## src/rtl/pci_bus_arbiter.sv

```systemverilog
// Central PCI bus arbiter: round-robin, one-hot active-low grants, hidden arbitration
// during transfers, and revocation of grants left unused on an idle bus.
module pci_bus_arbiter #(
  parameter int N_MASTERS    = 4,
  parameter int IDLE_TIMEOUT = 16
) (
  input  logic                 CLK,
  input  logic                 REST,
  input  logic [N_MASTERS-1:0] REQ_N,
  input  logic                 FRAME,
  input  logic                 IRDY,
  output logic [N_MASTERS-1:0] GNT_N,
  output logic [2:0]           OWNER,
  output logic                 OWNER_VALID,
  output logic                 TIMEOUT
);

  typedef enum logic [1:0] {
    ST_IDLE     = 2'd0,
    ST_GRANT    = 2'd1,
    ST_BUSY     = 2'd2,
    ST_HANDOVER = 2'd3
  } state_t;

  localparam logic [2:0]           LAST_RST   = 3'(N_MASTERS - 1);
  localparam logic [4:0]           TIMER_LAST = 5'(IDLE_TIMEOUT - 1);
  localparam logic [N_MASTERS-1:0] ALL_HIGH   = {N_MASTERS{1'b1}};

  state_t                 state_r;
  logic [2:0]             last_r;
  logic [2:0]             owner_r;
  logic [4:0]             timer_r;
  logic                   idle_q_r;
  logic [N_MASTERS-1:0]   gnt_n_r;
  logic                   owner_valid_r;
  logic                   timeout_r;

  logic                   idle_s;
  logic                   start_s;
  logic [3:0]             win_s;
  logic                   own_release_s;
  logic                   others_req_s;

  // Nearest requester after the last grant; bit 3 flags that anyone is requesting.
  function automatic logic [3:0] pick_winner(input logic [N_MASTERS-1:0] req_n,
                                             input logic [2:0] last);
    logic [3:0] best;
    int         best_d;
    int         d;
    best   = 4'd0;
    best_d = N_MASTERS;
    for (int j = 0; j < N_MASTERS; j++) begin
      d = (j + 2 * N_MASTERS - int'(last) - 1) % N_MASTERS;
      if (!req_n[j] && (d < best_d)) begin
        best   = {1'b1, 3'(j)};
        best_d = d;
      end
    end
    return best;
  endfunction

  function automatic logic [N_MASTERS-1:0] grant_vec(input logic [2:0] w);
    logic [N_MASTERS-1:0] v;
    for (int j = 0; j < N_MASTERS; j++) begin
      v[j] = (3'(j) == w) ? 1'b0 : 1'b1;
    end
    return v;
  endfunction

  assign idle_s  = FRAME & IRDY;
  assign start_s = ~FRAME & idle_q_r;
  assign win_s   = pick_winner(REQ_N, last_r);

  // Split requests into the current owner's and everybody else's.
  always_comb begin
    own_release_s = 1'b1;
    others_req_s  = 1'b0;
    for (int j = 0; j < N_MASTERS; j++) begin
      if (3'(j) == owner_r) begin
        own_release_s = REQ_N[j];
      end else begin
        others_req_s = others_req_s | ~REQ_N[j];
      end
    end
  end

  // Arbitration state machine with registered outputs.
  always_ff @(posedge CLK) begin
    if (!REST) begin
      state_r       <= ST_IDLE;
      last_r        <= LAST_RST;
      owner_r       <= 3'd0;
      timer_r       <= 5'd0;
      idle_q_r      <= 1'b1;
      gnt_n_r       <= ALL_HIGH;
      owner_valid_r <= 1'b0;
      timeout_r     <= 1'b0;
    end else begin
      idle_q_r  <= idle_s;
      timeout_r <= 1'b0;
      case (state_r)
        ST_IDLE: begin
          owner_valid_r <= 1'b0;
          if (win_s[3]) begin
            state_r <= ST_GRANT;
            gnt_n_r <= grant_vec(win_s[2:0]);
            owner_r <= win_s[2:0];
            last_r  <= win_s[2:0];
            timer_r <= 5'd0;
          end else begin
            state_r <= ST_IDLE;
            gnt_n_r <= ALL_HIGH;
          end
        end
        ST_GRANT: begin
          if (start_s) begin
            state_r       <= ST_BUSY;
            owner_valid_r <= 1'b1;
            timer_r       <= 5'd0;
          end else if (own_release_s) begin
            state_r <= ST_HANDOVER;
            gnt_n_r <= ALL_HIGH;
          end else if (!idle_s) begin
            // previous owner still on the bus: the new owner's idle time does not count
            timer_r <= 5'd0;
          end else if (timer_r == TIMER_LAST) begin
            state_r   <= ST_HANDOVER;
            gnt_n_r   <= ALL_HIGH;
            timeout_r <= 1'b1;
          end else begin
            timer_r <= timer_r + 5'd1;
          end
        end
        ST_BUSY: begin
          if (others_req_s || own_release_s) begin
            // owner keeps FRAME/IRDY and completes its transfer without GNT
            state_r       <= ST_HANDOVER;
            gnt_n_r       <= ALL_HIGH;
            owner_valid_r <= 1'b0;
          end else if (idle_s) begin
            state_r       <= ST_GRANT;
            owner_valid_r <= 1'b0;
            timer_r       <= 5'd0;
          end else begin
            state_r <= ST_BUSY;
          end
        end
        ST_HANDOVER: begin
          owner_valid_r <= 1'b0;
          if (win_s[3]) begin
            state_r <= ST_GRANT;
            gnt_n_r <= grant_vec(win_s[2:0]);
            owner_r <= win_s[2:0];
            last_r  <= win_s[2:0];
            timer_r <= 5'd0;
          end else begin
            state_r <= ST_IDLE;
            gnt_n_r <= ALL_HIGH;
          end
        end
        default: begin
          state_r       <= ST_IDLE;
          gnt_n_r       <= ALL_HIGH;
          owner_valid_r <= 1'b0;
          timer_r       <= 5'd0;
        end
      endcase
    end
  end

  assign GNT_N       = gnt_n_r;
  assign OWNER       = owner_r;
  assign OWNER_VALID = owner_valid_r;
  assign TIMEOUT     = timeout_r;

endmodule

```

## config.mk

```make
export PLATFORM = sky130hd
export DESIGN_NAME = pci_bus_arbiter
export DESIGN_NICKNAME = d
export VERILOG_FILES = /design/src/rtl/pci_bus_arbiter.sv
export SDC_FILE = /design/constraint.sdc
export NUM_CORES = 1
export LEC_CHECK = 0
export BUFFER_PORTS_ARGS = -buffer_cell sky130_fd_sc_hd__buf_4
export CAP_MARGIN = 20
export CORE_MARGIN = 10
export CORE_UTILIZATION = 51
export DETAILED_ROUTE_END_ITERATION = 6
export PLACE_DENSITY = 0.82
export SYNTH_ARGS = -nofsm -noshare
export SYNTH_HDL_FRONTEND = slang
export SYNTH_SLANG_ARGS = --single-unit
```

## constraint.sdc

```tcl
create_clock -name CLK -period 4.5 [get_ports CLK]
set_clock_uncertainty 0.15 [all_clocks]
set_input_delay 0.9 -clock CLK [delete_from_list [all_inputs] [get_ports CLK]]
set_output_delay 0.9 -clock CLK [all_outputs]
set_load 0.03 [all_outputs]
```

==> summary.md, run 1 <==
| Metric | Value |
|---|---|
| Mapped Nets | `184` |
| Grt ovf | `0` |
| Placed Cells | `206` |
| # DRC | `0` |
| Crit path arrival time | `4.36 ns` |
| Largest net degree at the start of global routing | `15` |
| Worst setup SP type | `register` |
| Post-Syn Instances | `163` |
| Number of port buffers | `15` |
| Die Ht | `70.61 microns` |
| Ys async rst share | `0%` |
| Nets | `202` |
| Vias per cell | `6.000` |
| Yosys top cell area share | `27.59%` |
| P per Cell Area | `637.0 nW/um^2` |
| Clock slew at reported path FFs | `0.10 ns` |
| Yosys cell types | `48` |
| Synth area leaders | `dfxtp_1, ha_1, nand2_1` |
| Largest area contributor in the netlist | `dfxtp_1` |
| Cell Rows | `18` |
| WP data required | `4.53 ns` |
| Avg Inst Size Synth | `8.014 sq um` |
| Hpwl dp | `2454 microns` |
| Leak pwr | `0.6428 nW` |
| # clock sinks | `18` |
| Kind of critical path | `register to register` |
| Clk_lat worst skew | `0.29 ns` |
| CP Max Fanout | `11` |
| MaxCap Viol Count | `0` |
| Vias in the first global route | `1219` |
| Final setup viols | `0` |
| Gpl congestion | `0.9146` |
| Post-synthesis sequential area ratio | `27.59%` |
| Final Cell Area | `1504 sq um` |
| Crit path capture type | `register` |
| Initial DRC count | `113` |
| Post-route insts no fill | `209` |
| Placed Area | `1453 sq um` |
| Pins Over Slew Limit | `0` |
| Die Area | `4986 sq um` |
| Diode count | `0` |
| Io pins | `17` |
| CTS buffer count | `3` |
| Max Root-Sink Buffers | `2` |
| Initial antenna violation count | `0` |
| Hold_ws | `0.3307 ns` |
| Share of cells above drive strength 1 | `20.67%` |
| Synth Cell Area | `1306 sq um` |
| Status | `finished, final reports clean` |
| DIE WIDTH | `70.61 microns` |
| Pre-Repair DR Iteration Count | `4` |
| Initial Util | `53.21%` |
| Top cells by count, synth | `nand2_1, dfxtp_1, ha_1` |
| Worst rel slew slack | `66.43%` |
| Ys flop type | `dfxtp_1` |
| First-pass GRT wire length | `5354 microns` |
| CTS H-tree depth | `1` |
| Min-delay worst type | `register to register` |
| Tmin final | `4.333 ns` |
| Post-CTS setup buffer count | `0` |
| Final hold violations | `0` |
| Slew @ Worst Pin | `0.4989 ns` |
| Total negative slack | `0 ns` |
| Wirelength per Cell | `15.60 microns` |
| Root buf cell | `clkbuf_4` |
| Most frequent cell after synthesis | `nand2_1` |
| Vias | `1254` |
| Total GRT Usage | `12.32%` |
| Synthesis-to-finish area growth | `15.13%` |
| Fmax achieved | `230.8 MHz` |
| Final Cycle Share | `96.29%` |
| Detail Route Antenna Nets | `0` |
| CTS tree | `done` |
| EDFF count, synth | `0` |
| Synthesized flop and latch total | `18` |
| Total Power | `0.9580 mW` |
| Core Area | `2455 sq um` |
| Max VDD drop | `0.0003984 V` |
| Detailed-route wire length | `3261 microns` |
| Syn. warnings | `0` |
==> through the flow <==
step | utilization [%] | worst slack, ns
floorplan | - | 0.07989
global placement | 59.17 | 0.1609
detailed placement | 59.17 | -0.07079
CTS | 60.09 | 0.03347
global route | 61.26 | -0.1072
finish | 61.26 | 0.1667
==> timing repair <==
| item | in CTS | in global routing |
|---|---|---|
| setup endpoints to repair | 0 | 7 |
| hold buffers | 0 | 0 |
| endpoints found under the hold margin | 0 | 0 |
| gates resized for setup | 0 | 7 |
==> kinds of logic (layout without fill, tap and decap cells) <==
family                     after synthesis  after routing  share of synthesized area (%)
and+or+nand+nor                         68             68                          28.07
AOI/OAI and AO/OA                       39             39                          19.64
muxes                                    5              5                          4.885
buffers and inverters                   18             34                          6.417
adders and majority gates               13             13                          12.45
xor gates and xnor gates                 1              1                         0.6706
DFF                                     18             18                          27.59
other                                    1              1                         0.2871
==> state kept, by name (all words and copies together) (netlist names) <==
signal / count
timer_r: 5
idle_q_r: 1
TIMEOUT: 1
last_r: 2
OWNER_VALID: 1
state_r: 2
OWNER: 2
GNT_N: 4
==> where the power goes <==
part           internal, mW  total (mW)  switching (mW)  leakage (nW)
sequential            0.195       0.222          0.0274         0.147
combinational         0.274       0.656           0.382         0.482
clock                0.0311      0.0799          0.0487        0.0138
==> per-layer routing <==
layer,share of wire (%),GRT usage [%],vias to the layer above
li1,-,-,616
met1,42,14.10,600
met2,51,21.66,34
met3,6.4,4.184,4
met4,0.71,2.581,0
met5,0,0,-
==> cell usage in the layout, fill, tap and decap left out, types with 3 or more instances in the layout <==
cell type / Yosys / layout
o21ai_0: 9 / 8
ha_1: 13 / 12
nor2_1: 11 / 11
a21oi_1: 10 / 9
clkbuf_4: 0 / 3
nor3_1: 3 / 3
mux2i_1: 3 / 3
buf_4: 2 / 19
nand3_1: 7 / 7
dfxtp_1: 18 / 17
inv_1: 11 / 11
nor3b_1: 4 / 3
nand2_1: 21 / 21
and3_1: 3 / 3
o211ai_1: 3 / 3
nand2b_1: 3 / 3
==> area by class of cell <==
class | instances | area [sq um]
Fill cell | 234 | 950.9
Multi-Input combinational cell | 127 | 894.6
Sequential cell | 18 | 361.6
Timing Repair Buffer | 19 | 142.6
Inverter | 12 | 45.04
Tap cell | 30 | 37.54
Clock buffer | 3 | 22.52
==> final timing paths <==
path,startpoint,end,slack [ns],cells after the start
worst max-delay path,last_r[0]$_SDFFE_PN1P_,GNT_N[3]$_SDFFE_PN1P_,0.17,18
worst min-delay path,timer_r[4]$_SDFFE_PN0P_,timer_r[4]$_SDFFE_PN0P_,0.33,2
worst min register to register,timer_r[4]$_SDFFE_PN0P_,timer_r[4]$_SDFFE_PN0P_,0.33,2
worst max register to register,last_r[0]$_SDFFE_PN1P_,GNT_N[3]$_SDFFE_PN1P_,0.17,18
==> worst max-delay path, stage by stage (launching register included) <==
cell,delay (ns)
dfxtp_1,0.33
buf_4,0.18
ha_1,0.23
nor3b_2,0.21
o211ai_1,0.10
a21oi_1,0.18
a31oi_1,0.08
ha_1,0.20
and4bb_1,0.24
o211ai_1,0.13
a21oi_2,0.18
mux2_2,0.35
ha_1,0.33
a211oi_2,0.26
a21bo_2,0.26
a221oi_2,0.33
o21ai_1,0.17
nor3_1,0.20
o21ai_0,0.10
(Power assumes the default switching activity.)
==> run 2, diff against run 1 <==
==> constraint.sdc (replaced) <==
create_clock -name CLK -period 4.5 [get_ports CLK]
set_clock_uncertainty 0.15 [all_clocks]
set_input_delay 0.225 -clock CLK [delete_from_list [all_inputs] [get_ports CLK]]
set_output_delay 0.225 -clock CLK [all_outputs]
set_load 0.03 [all_outputs]
==> run 2 against run 1 <==
  * Clock power grew 26%
  * Combinational power shrank 4.6%
  * Final area shrank 0.33%
  * Non-clock buffer count shrank 1
  * Register-to-register slack gained 0.22 ns
  * Flip-flop and latch count is the same
  * Via count shrank 1.8%
  * Global-route usage shrank 0.83 points
  * Die area is the same
  * Worst setup slack gained 0.22 ns
==> summary.md, run 2 (synthesized netlist as in run 1, its figures left out) <==
| Metric | Value |
|---|---|
| Initial antenna violation count | `0 (unchanged)` |
| Share of cells above drive strength 1 | `20.11% (-0.56 points)` |
| Total GRT Usage | `11.49% (-0.83 points)` |
| Die Area | `4986 sq um (unchanged)` |
| Cts repair resizes | `0 (unchanged)` |
| P per Cell Area | `631.9 nW/um^2 (-0.81%)` |
| Clk_lat worst skew | `0.30 ns (about the same)` |
| Largest register FFs | `5 (unchanged)` |
| Fmax achieved | `243.1 MHz (+5.4%)` |
| Crit path capture type | `register` |
| # clock sinks | `18 (unchanged)` |
| Largest net degree at the start of global routing | `15 (unchanged)` |
| Nets | `201 (-0.50%)` |
| Pins Over Slew Limit | `0 (unchanged)` |
| Crit path arrival time | `4.15 ns (-0.21 ns)` |
| Wirelength per Cell | `14.20 microns (-9.0%)` |
| Hold_ws | `0.02025 ns (-0.3104 ns)` |
| Initial DRC count | `82 (-27%)` |
| RSZ-0062 raised after global routing | `false` |
| Worst setup SP type | `register` |
| Vias per cell | `5.890 (-1.8%)` |
| Number of port buffers | `15 (unchanged)` |
| Setup ws final | `0.3873 ns (+0.2205 ns)` |
| Fin util | `61.06% (-0.20 points)` |
| Max VDD drop | `0.0004564 V (+15%)` |
| DIE WIDTH | `70.61 microns (unchanged)` |
| Placed Area | `1445 sq um (-0.52%)` |
| Slew @ Worst Pin | `0.5185 ns (+0.01961 ns)` |
| Clock slew at reported path FFs | `0.11 ns (about the same)` |
| CP Max Fanout | `6 (-5)` |
| Worst slack at placement | `0.2258 ns (+0.2966 ns)` |
| Io pins | `17 (unchanged)` |
| Vias in the first global route | `1148 (-5.8%)` |
| Gpl congestion | `0.9107 (-0.43%)` |
| Final hold violations | `0 (unchanged)` |
| Most frequent cells in the layout | `nand2_1, dfxtp_1, buf_4` |
| Kind of critical path | `register to register` |
| Final Cycle Share | `91.39% (-4.9 points)` |
| Worst rel slew slack | `65.11% (-1.3 points)` |
| Placed Cells | `205 (-0.49%)` |
| # DRC | `0 (unchanged)` |
| Wire length on met1 | `1299 microns (-5.7%)` |
| Tmin final | `4.113 ns (-0.2205 ns)` |
| Routed wl met3 | `187 microns (-11%)` |
| Hpwl dp | `2271 microns (-7.4%)` |
| Final Cell Area | `1499 sq um (-0.33%)` |
| CTS tree | `done` |
| Root buf cell | `clkbuf_4` |
| Vias | `1231 (-1.8%)` |
| Detailed-route wire length | `2968 microns (-9.0%)` |
| Min-delay worst type | `primary input to register` |
| Max Root-Sink Buffers | `2 (unchanged)` |
| Top sig layer | `met4` |
| CTS buffer count | `3 (unchanged)` |
| Reg with most FFs | `timer_r` |
| Most common cell after layout, fill and taps aside | `nand2_1` |
| Post-route insts no fill | `209 (unchanged)` |
| Total negative slack | `0 ns (unchanged)` |
| Post-CTS setup buffer count | `0 (unchanged)` |
| First-pass GRT wire length | `5023 microns (-6.2%)` |
| Die Ht | `70.61 microns (unchanged)` |
| Final setup viols | `0 (unchanged)` |
| Cell Rows | `18 (unchanged)` |
| Post-CTS Hold Buffers | `0 (unchanged)` |
| WP data required | `4.54 ns (about the same)` |
| Core Area | `2455 sq um (unchanged)` |
| Grt ovf | `0 (unchanged)` |
| Pre-Repair DR Iteration Count | `5 (+1)` |
| Initial Util | `53.21% (unchanged)` |
| Total Power | `0.9471 mW (-1.1%)` |
| WL met2 | `1458 microns (-11%)` |
| Status | `finished, final reports clean` |
| Synthesis-to-finish area growth | `14.75%` |
| MaxCap Viol Count | `0 (unchanged)` |
| CTS H-tree depth | `1 (unchanged)` |
| Detail Route Antenna Nets | `0 (unchanged)` |
| Leak pwr | `0.6453 nW (+0.40%)` |
| Diode count | `0 (unchanged)` |
-- run 2: metal layers --
metal  track usage (%)  vias up
li1                  -      614
met1             13.82      564
met2             19.56       46
met3             3.626        7
met4             2.366        0
met5                 0        -
-- run 2: power by group --
| part | switching [mW] | leakage [nW] | total, mW | internal (mW) |
|---|---|---|---|---|
| logic | 0.359 | 0.477 | 0.626 | 0.267 |
| clock network | 0.0519 | 0.0210 | 0.101 | 0.0494 |
| registers | 0.0262 | 0.147 | 0.220 | 0.194 |
-- run 2: worst paths after layout --
check	depth (start not counted)	to	from	slack [ns]
max reg2reg	18	GNT_N[3]$_SDFFE_PN1P_	last_r[1]$_SDFFE_PN1P_	0.39
max	18	GNT_N[3]$_SDFFE_PN1P_	last_r[1]$_SDFFE_PN1P_	0.39
min	2	idle_q_r$_SDFF_PN1_	REST	0.02
min reg2reg	2	timer_r[4]$_SDFFE_PN0P_	timer_r[4]$_SDFFE_PN0P_	0.34
-- run 2: final cells by class --
cell class / count / area [sq um]
inverters: 12 / 45.04
repair buffers: 18 / 135.1
multi-input cells: 127 / 884.6
clock buffers: 4 / 36.28
well taps: 30 / 37.54
flip-flops and latches: 18 / 360.3
fillers: 215 / 955.9
-- run 2: worst max-delay path, stage by stage, from the launching register on --
cell and delay [ns]:
dfxtp_1 0.39, inv_1 0.10, ha_2 0.39, inv_1 0.08
o211ai_1 0.08, a21oi_1 0.09, a31oi_1 0.19, ha_1 0.26
o21ai_0 0.14, o211ai_1 0.10, a21oi_1 0.18, mux2_2 0.35
ha_1 0.32, a211oi_2 0.25, a21bo_2 0.25, a221oi_2 0.29
o21ai_2 0.12, nor3_1 0.17, o21ai_0 0.10
==> run 3, diff against run 2 <==
ABC_AREA = 1   (was unset)
PLACE_DENSITY = 0.81   (was 0.82)
==> run 3 against run 2 <==
  * Core utilization decreased by 0.40 points
  * Worst setup slack improved by 0.55 ns
  * Area after synthesis rose by 1.6%
  * Critical endpoint is now GNT_N[1]$_SDFFE_PN1P_
  * Largest power group unchanged
==> summary.md, run 3 <==
| Metric | Value |
|---|---|
| Status | `finished, final reports clean` |
| WP data required | `4.54 ns (about the same)` |
| Crit path capture type | `register` |
| Total GRT Usage | `10.74% (-0.75 points)` |
| Vias | `1214 (-1.4%)` |
| Leak pwr | `0.7655 nW (+19%)` |
| Synthesis-to-finish area growth | `13.20%` |
| Post-Syn Instances | `196 (+20%)` |
| RSZ-0062 raised after global routing | `false` |
| Cell Rows | `18 (unchanged)` |
| Synthesized flop and latch total | `18 (unchanged)` |
| Cts repair resizes | `0 (unchanged)` |
| Vias in the first global route | `1170 (+1.9%)` |
| Hpwl dp | `2161 microns (-4.9%)` |
| Pins Over Slew Limit | `0 (unchanged)` |
| Register area | `360.3 sq um (unchanged)` |
| Pre-Repair DR Iteration Count | `4 (-1)` |
| Fill count | `240 (+12%)` |
| Tmin final | `3.565 ns (-0.5476 ns)` |
| Post-CTS setup buffer count | `0 (unchanged)` |
| Avg Inst Size Synth | `6.773 sq um (-15%)` |
| Worst Setup SP | `last_r[0]$_SDFFE_PN1P_` |
| DIE WIDTH | `71.02 microns (+0.58%)` |
| Io pins | `17 (unchanged)` |
| Crit path depth | `25 (+7)` |
| Slowest CP cell | `dfxtp_1` |
| Ys async rst share | `0% (unchanged)` |
| Synth area leaders | `dfxtp_1, nand2_1, ha_1` |
| Reg with most FFs | `timer_r` |
| Hold depth | `2 (unchanged)` |
| Gpl congestion | `0.9012 (-1.0%)` |
| GR Util met1 | `12.82% (-1.0 points)` |
| Buf/Inv on CP | `1 (-1)` |
| Syn. warnings | `0 (unchanged)` |
| Initial antenna violation count | `0 (unchanged)` |
| Worst setup SP type | `register` |
| GR Util met3 | `2.929% (-0.70 points)` |
| Yosys top cell area share | `27.14% (-0.44 points)` |
| CTS H-tree depth | `1 (unchanged)` |
| Initial DRC count | `86 (+4.9%)` |
| Die Area | `5044 sq um (+1.2%)` |
| Worst r2r dst | `GNT_N[1]$_SDFFE_PN1P_` |
| Most frequent cells in the layout | `nand2_1, inv_1, nor2_1` |
| CP max stage delay | `0.52 ns (+0.13 ns)` |
| CP Max Fanout | `10 (+4)` |
| Family with the most delay on the worst path | `simple AND/OR/NAND/NOR gates` |
| Ys flop type | `dfxtp_1` |
| R2R setup slack | `0.93 ns (+0.55 ns)` |
| Mapped Nets | `217 (+18%)` |
| GR peak layer | `met2` |
| Initial Util | `53.59% (+0.37 points)` |
| Number of port buffers | `15 (unchanged)` |
| Final setup viols | `0 (unchanged)` |
| Clock slew at reported path FFs | `0.10 ns (about the same)` |
| Grt ovf | `0 (unchanged)` |
| Largest register FFs | `5 (unchanged)` |
| Worst Reg2Reg Path Length in Cells | `25 (+7)` |
| Worst slack at placement | `0.9658 ns (+0.7400 ns)` |
| Clk_lat worst skew | `0.29 ns (about the same)` |
| Synth Cell Area | `1328 sq um (+1.6%)` |
| Detail Route Antenna Nets | `0 (unchanged)` |
| Yosys cell types | `36 (-25%)` |
| Final Cycle Share | `79.22% (-12 points)` |
| EDFF count, synth | `0 (unchanged)` |
| # DRC | `0 (unchanged)` |
| Kind of critical path | `register to register` |
| Nets | `235 (+17%)` |
| Total negative slack | `0 ns (unchanged)` |
| MaxCap Viol Count | `0 (unchanged)` |
| Setup ws final | `0.9349 ns (+0.5476 ns)` |
| Diode count | `0 (unchanged)` |
| Destination of the worst hold path | `idle_q_r$_SDFF_PN1_` |
| Root buf cell | `clkbuf_4` |
| Max VDD drop | `0.0003753 V (-18%)` |
| Wirelength per Cell | `10.85 microns (-24%)` |
| Largest area contributor in the netlist | `dfxtp_1` |
| Final hold violations | `0 (unchanged)` |
| Share of cells above drive strength 1 | `16.90% (-3.2 points)` |
| Post-synthesis sequential area ratio | `27.14% (-0.44 points)` |
| Multi-input logic area | `828.3 sq um (-6.4%)` |
| Top cells by count, synth | `nand2_1, inv_1, nor2_1` |
| Most used cell, CP | `nand2_1` |
| Largest net degree at the start of global routing | `14 (-1)` |
| Vias per cell | `4.996 (-15%)` |
| Crit path arrival time | `3.60 ns (-0.55 ns)` |
| Most frequent cell after synthesis | `nand2_1` |
| P per Cell Area | `658.8 nW/um^2 (+4.3%)` |
| Post-CTS Hold Buffers | `0 (unchanged)` |
| Detailed-route wire length | `2636 microns (-11%)` |
| First-pass GRT wire length | `4678 microns (-6.9%)` |
| Min-delay worst type | `primary input to register` |
| CTS buffer count | `3 (unchanged)` |
| Met2 GRT Util | `17.80% (-1.8 points)` |
| Total Power | `0.9900 mW (+4.5%)` |
| # clock sinks | `18 (unchanged)` |
| Die Ht | `71.02 microns (+0.58%)` |
| Core Area | `2477 sq um (+0.92%)` |
| Fmax achieved | `280.5 MHz (+15%)` |
| Min-delay src | `REST` |
| Critical R2R Launch | `last_r[0]$_SDFFE_PN1P_` |
| CTS tree | `done` |
| Max Root-Sink Buffers | `2 (unchanged)` |
| Most common cell after layout, fill and taps aside | `nand2_1` |
## run 3: changes by cell type after synthesis, moves of 4 or more
cell / delta
o21ai_0: -5
inv_2: +5
nor3b_1: -4
nor2_1: +10
nand2_1: +25
o21ai_1: +7
inv_1: +18
## run 3: worst max-delay path by stage
stage / end / slack (ns)
floorplan: GNT_N[1]$_SDFFE_PN1P_ / 1.33
global placement: last_r[1]$_SDFFE_PN1P_ / 1.06
detailed placement: last_r[1]$_SDFFE_PN1P_ / 0.97
CTS: last_r[1]$_SDFFE_PN1P_ / 0.95
global route: OWNER[1]$_SDFFE_PN0P_ / 0.41
finish: GNT_N[1]$_SDFFE_PN1P_ / 0.93
## run 3: cell type report
type	count	area share, %
inverters	34	8.493
flip-flops and latches	18	23.98
well taps	30	2.498
multi-input cells	142	55.12
clock buffers	4	2.415
repair buffers	15	7.494
## run 3: cells by family after synthesis
kind of cell | count (synthesis) | share of synthesized area, %
simple gates | 96 | 33.37
compound gates | 31 | 15.83
buf+inv | 36 | 10.46
flops | 18 | 27.14
xor+xnor | 1 | 0.6599
fa+ha+maj | 13 | 12.25
other cells | 1 | 0.2825
## run 3: power by group
| group | leakage, nW | internal (mW) | switching, mW | total, mW |
|---|---|---|---|---|
| Clock | 0.0210 | 0.0493 | 0.0487 | 0.0980 |
| Sequential | 0.148 | 0.206 | 0.0432 | 0.249 |
| Combinational | 0.597 | 0.233 | 0.410 | 0.643 |
| Total | 0.765 | 0.488 | 0.502 | 0.990 |
## run 3: through the flow
stage | cell area (sq um) | hold WS, ns | util [%] | cells
detailed placement | 1466 | 0.3135 | 59.19 | 239
global route | 1503 | 0.02468 | 60.66 | 243
global placement | 1466 | 0.3098 | 59.19 | 239
finish | 1503 | 0.03919 | 60.66 | 243
floorplan | 1328 | 0.2263 | - | 196
CTS | 1503 | 0.02829 | 60.66 | 243
## run 3: worst register-to-register path, delay by kind of cell (launching register included)
kind | cells | cell delay, ns
simple gates | 18 | 1.64
buf+inv | 1 | 0.14
compound gates | 3 | 0.27
flops | 1 | 0.52
fa+ha+maj | 3 | 0.78
## run 3: per-layer routing
metal | part of all wire (%) | vias to the layer above | wire length, microns
met3 | 5.3 | 2 | 141
met1 | 48 | 518 | 1267
met5 | 0 | - | 0
li1 | - | 668 | -
met4 | 0.53 | 0 | 14
met2 | 46 | 26 | 1212
